`config.mk`:
```
export PLATFORM = sky130hd
export DESIGN_NAME = gcd_engine
export DESIGN_NICKNAME = d
export VERILOG_FILES = /design/src/rtl/gcd_pkg.sv /design/src/rtl/gcd_datapath.sv /design/src/rtl/gcd_engine.sv
export SDC_FILE = /design/constraint.sdc
export NUM_CORES = 1
export LEC_CHECK = 0
export BUFFER_PORTS_ARGS = -buffer_cell sky130_fd_sc_hd__clkbuf_2
export CORE_MARGIN = 5
export CORE_UTILIZATION = 25
export DETAILED_ROUTE_END_ITERATION = 6
export GPL_ROUTABILITY_DRIVEN = 0
export GPL_TIMING_DRIVEN = 0
export PLACE_DENSITY = 0.47
export SLEW_MARGIN = 5
export SYNTH_ARGS = -nofsm -noshare
export SYNTH_HDL_FRONTEND = slang
export SYNTH_SLANG_ARGS = --single-unit
```
`constraint.sdc`:
```
create_clock -name Clk -period 3.53 [get_ports Clk]
set_input_delay 0.1765 -clock Clk [delete_from_list [all_inputs] [get_ports Clk]]
set_output_delay 0.1765 -clock Clk [all_outputs]
set_load 0.005 [all_outputs]
```
`src/rtl/gcd_pkg.sv`:
```
// Shared definitions for the binary GCD engine.
// - gcd_state_e : FSM state encoding (idle, common-factor shift, reduce, done)
// - log2        : ceiling log2 (minimum 1), used to size the shared power-of-two counter k
package gcd_pkg;

  typedef enum logic [1:0] {
    StIdle   = 2'd0,
    StShift  = 2'd1,
    StReduce = 2'd2,
    StDone   = 2'd3
  } gcd_state_e;

  // Smallest r >= 1 with 2**r >= value. k never exceeds WIDTH-1, so
  // log2(WIDTH) bits always hold it.
  function automatic int unsigned log2(input int unsigned value);
    int unsigned r;
    r = 0;
    for (int i = 0; i < 32; i++) begin
      if ((64'd1 << i) < 64'(value)) r = i + 1;
    end
    return (r == 0) ? 1 : r;
  endfunction

endpackage

```
`src/rtl/gcd_datapath.sv`:
```
// Operand datapath for the binary (Stein) GCD engine.
// Holds the working operands A and B and the common power-of-two count k.
// Ports:
//   clk_i, rst_i     : clock, synchronous active-high reset
//   load_i           : load a_i/b_i into A/B and clear k
//   a_i, b_i         : operands captured on load
//   shift_i          : engine is in the shift phase (divide out common twos)
//   reduce_i         : engine is in the reduce phase
//   both_even_o      : A and B are both even
//   equal_o          : A equals B
//   gcd_o            : A << k, the final result once A == B
module gcd_datapath
  import gcd_pkg::*;
#(
  parameter int unsigned Width = 8
) (
  input  logic             clk_i,
  input  logic             rst_i,
  input  logic             load_i,
  input  logic [Width-1:0] a_i,
  input  logic [Width-1:0] b_i,
  input  logic             shift_i,
  input  logic             reduce_i,
  output logic             both_even_o,
  output logic             equal_o,
  output logic [Width-1:0] gcd_o
);

  localparam int unsigned KW = log2(Width);
  localparam logic [KW-1:0] KOne = KW'(1);

  logic [Width-1:0] a_q, a_d;
  logic [Width-1:0] b_q, b_d;
  logic [KW-1:0]    k_q, k_d;

  assign both_even_o = ~a_q[0] & ~b_q[0];
  assign equal_o     = (a_q == b_q);
  assign gcd_o       = a_q << k_q;

  always_comb begin
    a_d = a_q;
    b_d = b_q;
    k_d = k_q;
    if (load_i) begin
      a_d = a_i;
      b_d = b_i;
      k_d = '0;
    end else if (shift_i && both_even_o) begin
      a_d = a_q >> 1;
      b_d = b_q >> 1;
      k_d = k_q + KOne;
    end else if (reduce_i && !equal_o) begin
      // Halving wins over subtraction; the subtract is always larger minus smaller.
      if (!a_q[0]) begin
        a_d = a_q >> 1;
      end else if (!b_q[0]) begin
        b_d = b_q >> 1;
      end else if (a_q > b_q) begin
        a_d = a_q - b_q;
      end else begin
        b_d = b_q - a_q;
      end
    end
  end

  always_ff @(posedge clk_i) begin
    if (rst_i) begin
      a_q <= '0;
      b_q <= '0;
      k_q <= '0;
    end else begin
      a_q <= a_d;
      b_q <= b_d;
      k_q <= k_d;
    end
  end

endmodule

```
`src/rtl/gcd_engine.sv`:
```
// Binary (Stein) GCD engine: one algorithm step per clock.
// Ports:
//   Clk, rst          : clock, synchronous active-high reset
//   In_A, In_B        : unsigned operands, sampled on acceptance only
//   In_ready / In_ack : request handshake; acceptance when both are high
//   Result            : gcd(A, B), valid while Result_valid is high
//   Result_valid      : result held until an edge with Result_taken high
//   Result_taken      : consumer takes the result (ignored outside DONE)
//   Cycles            : edges spent in SHIFT + REDUCE, saturating
//   Err_zero          : both operands were zero
module gcd_engine
  import gcd_pkg::*;
#(
  parameter int unsigned WIDTH = 8,
  parameter int unsigned CYC_W = 8
) (
  input  logic             Clk,
  input  logic             rst,
  input  logic [WIDTH-1:0] In_A,
  input  logic [WIDTH-1:0] In_B,
  input  logic             In_ready,
  output logic             In_ack,
  output logic [WIDTH-1:0] Result,
  output logic             Result_valid,
  input  logic             Result_taken,
  output logic [CYC_W-1:0] Cycles,
  output logic             Err_zero
);

  localparam logic [CYC_W-1:0] CycOne = CYC_W'(1);

  gcd_state_e state_q, state_d;

  logic             accept;
  logic             in_shift;
  logic             in_reduce;
  logic             operand_zero;
  logic             both_even;
  logic             equal;
  logic [WIDTH-1:0] gcd_val;

  logic [WIDTH-1:0] result_q;
  logic [CYC_W-1:0] cycles_q;
  logic             err_zero_q;

  assign operand_zero = (In_A == '0) || (In_B == '0);

  gcd_datapath #(
    .Width (WIDTH)
  ) u_datapath (
    .clk_i       (Clk),
    .rst_i       (rst),
    .load_i      (accept),
    .a_i         (In_A),
    .b_i         (In_B),
    .shift_i     (in_shift),
    .reduce_i    (in_reduce),
    .both_even_o (both_even),
    .equal_o     (equal),
    .gcd_o       (gcd_val)
  );

  // State register
  always_ff @(posedge Clk) begin
    if (rst) begin
      state_q <= StIdle;
    end else begin
      state_q <= state_d;
    end
  end

  // Next-state logic
  always_comb begin
    state_d = state_q;
    unique case (state_q)
      StIdle: begin
        if (accept) state_d = operand_zero ? StDone : StShift;
      end
      StShift: begin
        if (!both_even) state_d = StReduce;
      end
      StReduce: begin
        if (equal) state_d = StDone;
      end
      StDone: begin
        if (Result_taken) state_d = StIdle;
      end
      default: state_d = StIdle;
    endcase
  end

  // Output / control decode
  always_comb begin
    In_ack       = (state_q == StIdle) && !rst;
    accept       = In_ack && In_ready;
    in_shift     = (state_q == StShift);
    in_reduce    = (state_q == StReduce);
    Result_valid = (state_q == StDone);
  end

  // Result, iteration counter and zero-operand flag
  always_ff @(posedge Clk) begin
    if (rst) begin
      result_q   <= '0;
      cycles_q   <= '0;
      err_zero_q <= 1'b0;
    end else if (accept) begin
      cycles_q   <= '0;
      err_zero_q <= (In_A == '0) && (In_B == '0);
      // A zero operand bypasses the algorithm: gcd(x, 0) = x.
      if (operand_zero) result_q <= In_A | In_B;
    end else if (in_shift || in_reduce) begin
      if (cycles_q != '1) cycles_q <= cycles_q + CycOne;
      if (in_reduce && equal) result_q <= gcd_val;
    end
  end

  assign Result   = result_q;
  assign Cycles   = cycles_q;
  assign Err_zero = err_zero_q;

endmodule

```
[Word-level counts from Yosys, hierarchy flattened]
Cells that the tools add are included.
Operators by class
  add/subtract/negate cells: 4
  magnitude comparators: 1
  eq/ne operators: 13
  shift operators: 1
  multiplexer cells: 22
  bitwise operators: 4
  reduce and logical (&&, ||, !) cells: 24
Operators by type and width (count)
  $mux W8: 16
  $logic_not A8 Y1: 2
  $sub A8 B8 Y8: 2
  $ne A4 B4 Y1 const B: 3
  $mux W2: 5
  $reduce_and A3 Y1: 3
  $add A8 B1 Y8 const B: 1
  $eq A8 B8 Y1: 1
  $gt A8 B8 Y1: 1
  $ne A8 B8 Y1 const B: 1
  $or A8 B8 Y8: 1
  $pmux W2 S4: 1
  $shl A8 B3 Y8: 1
  $logic_and A1 B1 Y1: 6
  $ne A2 B1 Y1 const B: 3
  $reduce_bool A3 Y1: 2
  $eq A2 B2 Y1 const B: 2
  $ne A2 B2 Y1 const B: 2
  $reduce_and A2 Y1: 2
  $reduce_and A4 Y1: 1
  $reduce_bool A2 Y1: 2
  $add A3 B1 Y3 const B: 1
  $eq A2 B1 Y1 const B: 1
  $logic_not A1 Y1: 2
  other kinds (5): 7
Storage, ports and cells
  flip-flop bits (word level): 38
  input bits: 20
  output and inout port bits: 19
  word-level logic and storage cells: 78

[Logic depth before layout (Yosys ltp)]
Gate-level depths: netlist of run 1.
  depth in word-level cells: 7
  depth in mapped cells: 11

[Cells and area by module]
Synthesis of run 1 repeated with hierarchy kept, for this count alone.
Unflattened totals
  cells, all modules: 391
  area, all modules: 3042.9 um^2
Modules (own cells, without submodules)
  gcd_datapath: instances 1, cells each 274, area an instance 2035.7 um^2, sequential area each 380.4 um^2
  gcd_engine: instances 1, cells each 117, area an instance 1007.2 um^2, sequential area each 380.4 um^2

[Worst setup path after synthesis of run 1]
No wires, ideal clock.
  path type: reg2reg
  start: register u_datapath.b_q[0]
  end: register u_datapath.b_q[6]
  arrival: 2071 ps
  required time: 3429 ps
  slack: 1358 ps
  stages on the path, launching flop included: 11
  buffers on the path: 0
  clock period less this slack: 2172 ps
  path through: dfxtp_1 inv_1 ha_1 inv_1 fa_1 a211oi_1 o21bai_1 a21oi_1 xnor2_1 nor2_1 o41ai_1
Between the ends
  word-level cells in the longest chain between the ends: 7
Ends and longest elaborated chain
  from (decl): line gcd_datapath.sv:33  | logic [Width-1:0] b_q, b_d;
  from (signal assigned): line gcd_datapath.sv:69  | b_q <= '0;
  from (signal assigned): line gcd_datapath.sv:73  | b_q <= b_d;
  $sub A8 B8 Y8: line gcd_datapath.sv:61  | b_d = b_q - a_q;
  $mux W8: line gcd_datapath.sv:58  | end else if (a_q > b_q) begin
  $mux W8: line gcd_datapath.sv:56  | end else if (!b_q[0]) begin
  $mux W8: line gcd_datapath.sv:54  | if (!a_q[0]) begin
  $mux W8: line gcd_datapath.sv:52  | end else if (reduce_i && !equal_o) begin
  $mux W8: line gcd_datapath.sv:48  | end else if (shift_i && both_even_o) begin
  $mux W8: line gcd_datapath.sv:44  | if (load_i) begin
Several ways; a longest one is shown, not always the timed one. The select of a mux whose other input is x is not followed.
A chain may end at the register's enable or synchronous reset.

[Worst setup path in the final report of run 1]
  start: register u_datapath.a_q[0]
  end: register u_datapath.a_q[4]
Between the ends
  word-level cells in the longest chain between the ends: 7
Ends and longest elaborated chain
  from (decl): line gcd_datapath.sv:32  | logic [Width-1:0] a_q, a_d;
  from (signal assigned): line gcd_datapath.sv:68  | a_q <= '0;
  from (signal assigned): line gcd_datapath.sv:72  | a_q <= a_d;
  $sub A8 B8 Y8: line gcd_datapath.sv:59  | a_d = a_q - b_q;
  $mux W8: line gcd_datapath.sv:58
  $mux W8: line gcd_datapath.sv:56
  $mux W8: line gcd_datapath.sv:54
  $mux W8: line gcd_datapath.sv:52
  $mux W8: line gcd_datapath.sv:48
  $mux W8: line gcd_datapath.sv:44
Several ways; a longest one is shown, not always the timed one. The select of a mux whose other input is x is not followed.

==> results.txt, run 1 <==
Post-CTS Resized: 0
multiplexer share of the synthesized area: 0.0532
Vias: 2928
CTS tree: done
Slew Limit Fails: 0
post-synthesis async set-or-reset flop share: 0
Seq cells post-synth: 38
total grt overflow: 0
HPWL after DPL: 7.63 mm
setup slack, reg-to-reg: 0.94 ns
Leak Pwr: 1.36 nW
drt first pass iters: 5
Top FF cell, synth: dfxtp_1
cells taking the most area after synthesis: dfxtp_1, ha_1, a21oi_1
syn avg cell area: 8.16 sq um
Sink Count: 38
R2R Path End: u_datapath.a_q[4]
Routed Wire Length: 9.66 mm
Worst Setup End Kind: flip-flop
I/O pin total: 39
Worst Tran Pin Value: 0.627 ns
Crit path required time: 3.70 ns
Worst Skew: 0.00550 ns
Initial Util: 0.256
setup tns final: 0 ns
status: complete, no violations
number of I/O port buffers: 37
Post-synth EDFFs: 0
DRC: 0
Avg WL per Cell: 17.6 um
main combinational cell family by area after synthesis: compound AO/OA/AOI/OAI gates
peak supply drop: 0.407 mV
Synth cell types: 62
clock-pin slew on the worst setup and hold paths: 0.06 ns
hold violation count in the final report: 0
Via-to-Cell Ratio: 5.34
hold depth: 2
YS warnings: 0
met3 GRT Util: 0.0353
min cycle time layout: 2.59 ns
type of origin of the critical path: flip-flop
Root Driver: clkbuf_16
total track usage: 0.135
Layout area overhead: 19.2%
met2 usage: 0.207
first-pass GRT wire length: 15.6 mm
cts hold-fix bufs: 0
Fmax: 0.386 GHz
antenna violations before repair: 0
worst reg2reg path depth: 10
vias in the first global route: 2868
CP Max Fanout: 9
power per cell area: 931 nW/um^2
Synth Area in Compound Gates: 0.265
Slew HR: 0.582
clock latency on the worst-skew pair: 0.28 ns
CP Class: reg2reg
Gate Count Post-Synth: 360
simple-gate share of the synthesized area: 0.209
layout cells sized above 1: 0.173
largest net degree at the start of global routing: 13
crit share post-route: 0.734
register area share after synthesis: 0.259
setup bufs post-CTS: 0
Synth Cell Area: 2940 sq um
Die W: 118 um
FP Rows: 39
htree depth: 2
CTS buffer count: 5
antenna diode count: 0
top cell type by total area after synthesis: dfxtp_1
reg2reg start: u_datapath.a_q[0]
Worst Min Path Start: rst
post-synth net total: 404
Max Cap Viol: 0
ANT nets after route: 0
CP arrival: 2.76 ns
top cell type's share of synthesized area: 0.259
HP Class: in2reg
adder-cell share of the synthesized area: 0.107
CORE AREA: 11500 sq um
gr busiest metal: met2
setup violators final: 0
Die Area: 14000 sq um
clk buf depth: 2
die extent in y: 118 um
Hold EP: u_datapath.b_q[2]
DRT iter0 DRCs: 260
GRT met1 Usage: 0.195
RSZ-0062 raised after global routing: false
number of fillers in the final layout: 1226
Post-Synth XOR/XNOR Area: 0.0477
post-layout util: 0.305
Post-layout nets: 448
## registers in the layout, indices dropped and copies added (netlist names)
signal	count
Cycles	8
Err_zero	1
Result	8
state_q	2
u_datapath.a_q	8
u_datapath.b_q	8
u_datapath.k_q	3
## worst max-delay path: stages, from the launching register on
cell	delay, ns
dfxtp_1	0.51
inv_1	0.11
ha_1	0.21
inv_1	0.07
fa_1	0.21
nand3_1	0.12
a21oi_2	0.23
o21ai_4	0.12
nor4_4	0.45
a21oi_1	0.12
a221oi_1	0.32
## layer usage
metal  up-vias  part of all wire
li1       1416                 -
met4         0             0.012
met3        17             0.076
met2       117              0.43
met1      1378              0.48
met5         -                 0
## cells in the final DEF, fill, tap and decap left out, types with 3 or more instances in the layout
master     count
nor2_1        39
dfxtp_1       38
clkbuf_2      37
a21oi_1       32
nand2_1       22
ha_1          22
inv_1         20
a221oi_1      13
nand3_1       12
o21ai_0       11
mux2i_1       10
clkbuf_1       9
xor2_1         8
xnor2_1        8
nor3_1         8
or3_1          8
buf_2          7
nand3b_1       7
o41ai_1        7
o31ai_1        6
a22oi_1        5
clkbuf_16      5
nor2b_1        4
o21a_1         4
nor4_1         4
a211o_1        4
a21o_1         3
mux2_2         3
## worst max path at each step
stage                       from                end  slack (ns)
2_1_floorplan  u_datapath.b_q[0]  u_datapath.b_q[6]        1.36
3_3_place_gp   u_datapath.a_q[0]  u_datapath.a_q[4]        1.03
3_5_place_dp   u_datapath.a_q[0]  u_datapath.b_q[6]         1.0
4_1_cts        u_datapath.b_q[0]  u_datapath.b_q[6]        0.97
5_1_grt        u_datapath.a_q[0]  u_datapath.b_q[6]        0.74
6_report       u_datapath.a_q[0]  u_datapath.a_q[4]        0.94
## cells by family (layout without fill, tap and decap cells)
| logic type | Yosys count | count (layout) |
|---|---|---|
| mux | 14 | 14 |
| simple gates | 120 | 120 |
| xor+xnor | 16 | 16 |
| compound gates | 108 | 108 |
| fa+ha+maj | 24 | 24 |
| buf+inv | 40 | 85 |
| flops | 38 | 38 |
## final cells by class
type / count / area (sq um) / share of cell area
plain buffers: 19 / 95.1 / 0.0272
clock buffers: 6 / 139 / 0.0397
flip-flops and latches: 38 / 761 / 0.217
clock inverters: 2 / 60.1 / 0.0172
multi-input cells: 282 / 2000 / 0.572
well taps: 143 / 179 / 0.0511
inverters: 21 / 78.8 / 0.0225
repair buffers: 37 / 185 / 0.0529
## cells in the mapped netlist (2+ instances only)
master / instances
a211o_1: 4
a211oi_1: 2
a21o_1: 3
a21oi_1: 32
a221oi_1: 13
a22oi_1: 5
a311o_1: 2
a31oi_1: 2
and3_1: 2
buf_2: 7
buf_4: 2
clkbuf_1: 9
dfxtp_1: 38
fa_1: 2
ha_1: 22
inv_1: 20
mux2_2: 3
mux2i_1: 10
nand2_1: 22
nand2b_1: 2
nand3_1: 12
nand3b_1: 7
nand4_1: 2
nor2_1: 39
nor2b_1: 4
nor3_1: 8
nor4_1: 4
o21a_1: 4
o21ai_0: 11
o21bai_1: 2
o31ai_1: 6
o41ai_1: 7
or2_2: 2
or3_1: 8
xnor2_1: 8
xor2_1: 8
## where the power goes
group | internal [mW] | total, mW | leakage [nW] | switching (mW)
registers | 0.513 | 0.630 | 0.309 | 0.117
logic | 0.828 | 2.02 | 0.953 | 1.19
clock network | 0.425 | 0.607 | 0.0971 | 0.182
total | 1.77 | 3.26 | 1.36 | 1.49
## stage by stage
stage	power, mW	hold WS, ns	instances	cell area, sq um	setup slack, ns
floorplan	2.17	0.327	360	2940	1.36
global placement	2.62	0.445	540	3300	1.03
detailed placement	2.63	0.446	540	3300	0.996
CTS	3.26	0.224	548	3500	0.970
global route	3.51	0.226	548	3500	0.737
finish	3.26	0.204	548	3500	0.940
Power figures use the tool's default switching activity.
==> inputs of run 2 (changes only) <==
ABC_AREA = 1   (was default)
clock period = 2.5 ns   (was 3.53 ns; I/O delays follow)
==> run 2 against run 1 <==
- maximum frequency increased by 9.8%
- core utilization fell by 0.58 points
- die area is 8.1% higher
- wire length rose by 11%
- synthesized area rose by 8.9%
- sequential power increased by 44%
- clock skew grew 0.0081 ns
- clock power up 11%
- critical path depth grew 1
- power rose by 57%
- cell count grew 34%
- largest cell class unchanged
- highest routed layer unchanged
==> results.txt, run 2 <==
status: complete, no violations
Fmax: 0.424 GHz (+9.8%)
CTS buffer count: 5 (unchanged)
HPWL after DPL: 8.59 mm (+13%)
combinational power share: 0.692 (+0.071)
total track usage: 0.145 (+0.0104)
antenna diode count: 0 (unchanged)
commonest cells after routing, fill and taps aside: nand2_1, inv_1, nor2_1
Seq cells post-synth: 38 (unchanged)
Top FF cell, synth: dfxtp_1
cells taking the most area after synthesis: dfxtp_1, nand2_1, ha_1
DRC: 0 (unchanged)
setup violators final: 0 (unchanged)
I/O pin total: 39 (unchanged)
commonest cells in the synthesized netlist: nand2_1, inv_1, nor2_1
switching power total: 2.77 mW (+85%)
hold depth: 2 (unchanged)
cts hold-fix bufs: 0 (unchanged)
post-synth net total: 560 (+39%)
Die W: 123 um (+4.0%)
drt first pass iters: 5 (unchanged)
most common cell after layout, fill and taps aside: nand2_1
power share of the sequential group: 0.177 (-0.016)
min cycle time layout: 2.36 ns (-0.230 ns)
Post-synth EDFFs: 0 (unchanged)
Pwr Total: 5.12 mW (+57%)
Leak Pwr: 1.83 nW (+35%)
number of I/O port buffers: 38 (+2.7%)
clk buf depth: 2 (unchanged)
Avg WL per Cell: 14.7 um (-17%)
Sw Ratio: 0.541 (+0.0831)
vias in the first global route: 3237 (+13%)
hold violation count in the final report: 0 (unchanged)
type of origin of the critical path: flip-flop
Max Cap Viol: 0 (unchanged)
placed cell count: 726 (+34%)
Slew Limit Fails: 0 (unchanged)
most numerous cell in the Yosys netlist: nand2_1
first-pass GRT wire length: 17.0 mm (+9.0%)
WP buf/inv: 3 (+1)
worst reg2reg path depth: 11 (+1)
top cell type by total area after synthesis: dfxtp_1
Synth Cell Area: 3200 sq um (+8.9%)
total grt overflow: 0 (unchanged)
CORE AREA: 12600 sq um (+9.6%)
Worst Skew: 0.0136 ns (+0.00810 ns)
peak supply drop: 0.387 mV (-4.7%)
clock latency on the worst-skew pair: 0.30 ns (+0.02 ns)
clock share of power: 0.132 (-0.054)
DRT iter0 DRCs: 271 (+4.2%)
Crit path required time: 2.68 ns (-1.02 ns)
antenna violations before repair: 0 (unchanged)
Layout area overhead: 17.6%
clock-pin slew on the worst setup and hold paths: 0.07 ns (about the same)
CP arrival: 2.54 ns (-0.22 ns)
ANT nets after route: 0 (unchanged)
top cell type's share of synthesized area: 0.238 (-0.0212)
Fin Hold WS: 0.0977 ns (-0.106 ns)
CP max-delay cell: dfxtp_1
power per cell area: 1360 nW/um^2 (+46%)
Slew HR: 0.674 (+0.0915)
crit share post-route: 0.944 (+0.210)
post-synthesis async set-or-reset flop share: 0 (unchanged)
RSZ-0062 raised after global routing: false
slowest cell delay on critical path: 0.42 ns (-0.09 ns)
Routed Wire Length: 10.8 mm (+11%)
delay-heaviest family, CP: simple AND/OR/NAND/NOR gates
Gate Count Post-Synth: 516 (+43%)
Area after DPL: 3600 sq um (+9.2%)
final setup margin: 0.141 ns (-0.800 ns)
die extent in y: 123 um (+4.0%)
syn avg cell area: 6.20 sq um (-24%)
CP Class: reg2reg
most used cell, CP: nand2_1
Via-to-Cell Ratio: 4.70 (-12%)
Sink Count: 38 (unchanged)
Stages on worst setup path: 11 (+1)
largest net degree at the start of global routing: 13 (unchanged)
Critical Path, Cell by Cell: inv_2, ha_1, nand2_1, nand2_1, inv_1, nand4_1, nand2_4, buf_6, nand2_1, nand2_1, a21oi_1
Worst Tran Pin Value: 0.484 ns (-0.142 ns)
register area share after synthesis: 0.238 (-0.0212)
Vias: 3450 (+18%)
worst slack, placed: 0.0752 ns (-0.921 ns)
cell area after layout: 3760 sq um (+7.5%)
Post-layout nets: 605 (+35%)
layout cells sized above 1: 0.155 (-0.0180)
Root Driver: clkbuf_16
Synth cell types: 39 (-37%)
Worst Setup End Kind: flip-flop
Initial Util: 0.255 (-0.00164)
post-layout util: 0.299 (-0.00584)
Pint: 2.35 mW (+33%)
HP Class: in2reg
CTS tree: done
CP Max Fanout: 10 (+1)
YS warnings: 0 (unchanged)
htree depth: 2 (unchanged)
FP Rows: 41 (+5.1%)
Die Area: 15200 sq um (+8.1%)
final cell count without fillers: 734 (+34%)
setup tns final: 0 ns (unchanged)
[run 2: changes by cell type after synthesis, moves of 8 or more]
cell and delta:
nand2_1 +114, inv_1 +52, o21ai_0 +26, nor2_1 +23
a221oi_1 -13, mux2i_1 -10, nand3_1 +9, clkbuf_1 -8
nand4_1 +8, or3_1 -8
[run 2: cell families after synthesis]
group,after synthesis,share of synthesized area
buffers and inverters,89,0.115
flip-flops,38,0.238
adder cells (fa/ha/maj),24,0.0986
AND/OR/NAND/NOR,264,0.365
AO/OA/AOI/OAI,94,0.165
XOR/XNOR,7,0.0192
[run 2: worst paths after layout]
check | from | slack [ns] | endpoint
setup reg to reg | u_datapath.a_q[0] | 0.14 | u_datapath.b_q[5]
hold / removal | rst | 0.1 | state_q[1]
setup / recovery | u_datapath.a_q[0] | 0.14 | u_datapath.b_q[5]
hold reg to reg | Result[1] | 0.49 | Result[1]
[run 2: cell type report]
| type | instances | area (sq um) |
|---|---|---|
| Timing Repair Buffer | 38 | 190 |
| Clock buffer | 6 | 139 |
| Tap cell | 172 | 215 |
| Clock inverter | 2 | 12.5 |
| Inverter | 77 | 289 |
| Fill cell | 1424 | 8800 |
| Sequential cell | 38 | 761 |
| Multi-Input combinational cell | 389 | 2080 |
| Buffer | 12 | 77.6 |
[run 2: power by group through the flow]
stage          combinational [mW]  clock [mW]  sequential (mW)
3_5_place_dp                 3.45           0            0.914
5_1_grt                      3.99       0.725            0.924
2_1_floorplan                2.65           0            0.864
4_1_cts                      3.47       0.692            0.902
3_3_place_gp                 3.45           0            0.911
6_report                     3.54       0.674            0.905
[run 2: timing repair]
| item | CTS | global route |
|---|---|---|
| endpoints found under the setup margin | 0 | 15 |
| buffers inserted | 0 | 0 |
| gates resized for setup | 0 | 3 |
[run 2: worst reg2reg max path, delay by kind of cell, from the launching register on]
family                     cells  cell delay, ns
and+or+nand+nor                6            0.94
buffers and inverters          3            0.64
DFF                            1            0.42
adders and majority gates      1            0.20
AOI/OAI and AO/OA              1            0.04
[run 2: layer usage]
metal | GRT usage | share of wire | wire length, um | vias to the layer above
met5 | 0 | 0 | 0 | -
met4 | 0.0388 | 0.014 | 152 | 0
met3 | 0.0201 | 0.044 | 470 | 11
li1 | - | - | - | 1747
met2 | 0.235 | 0.47 | 5040 | 80
met1 | 0.203 | 0.47 | 5100 | 1612
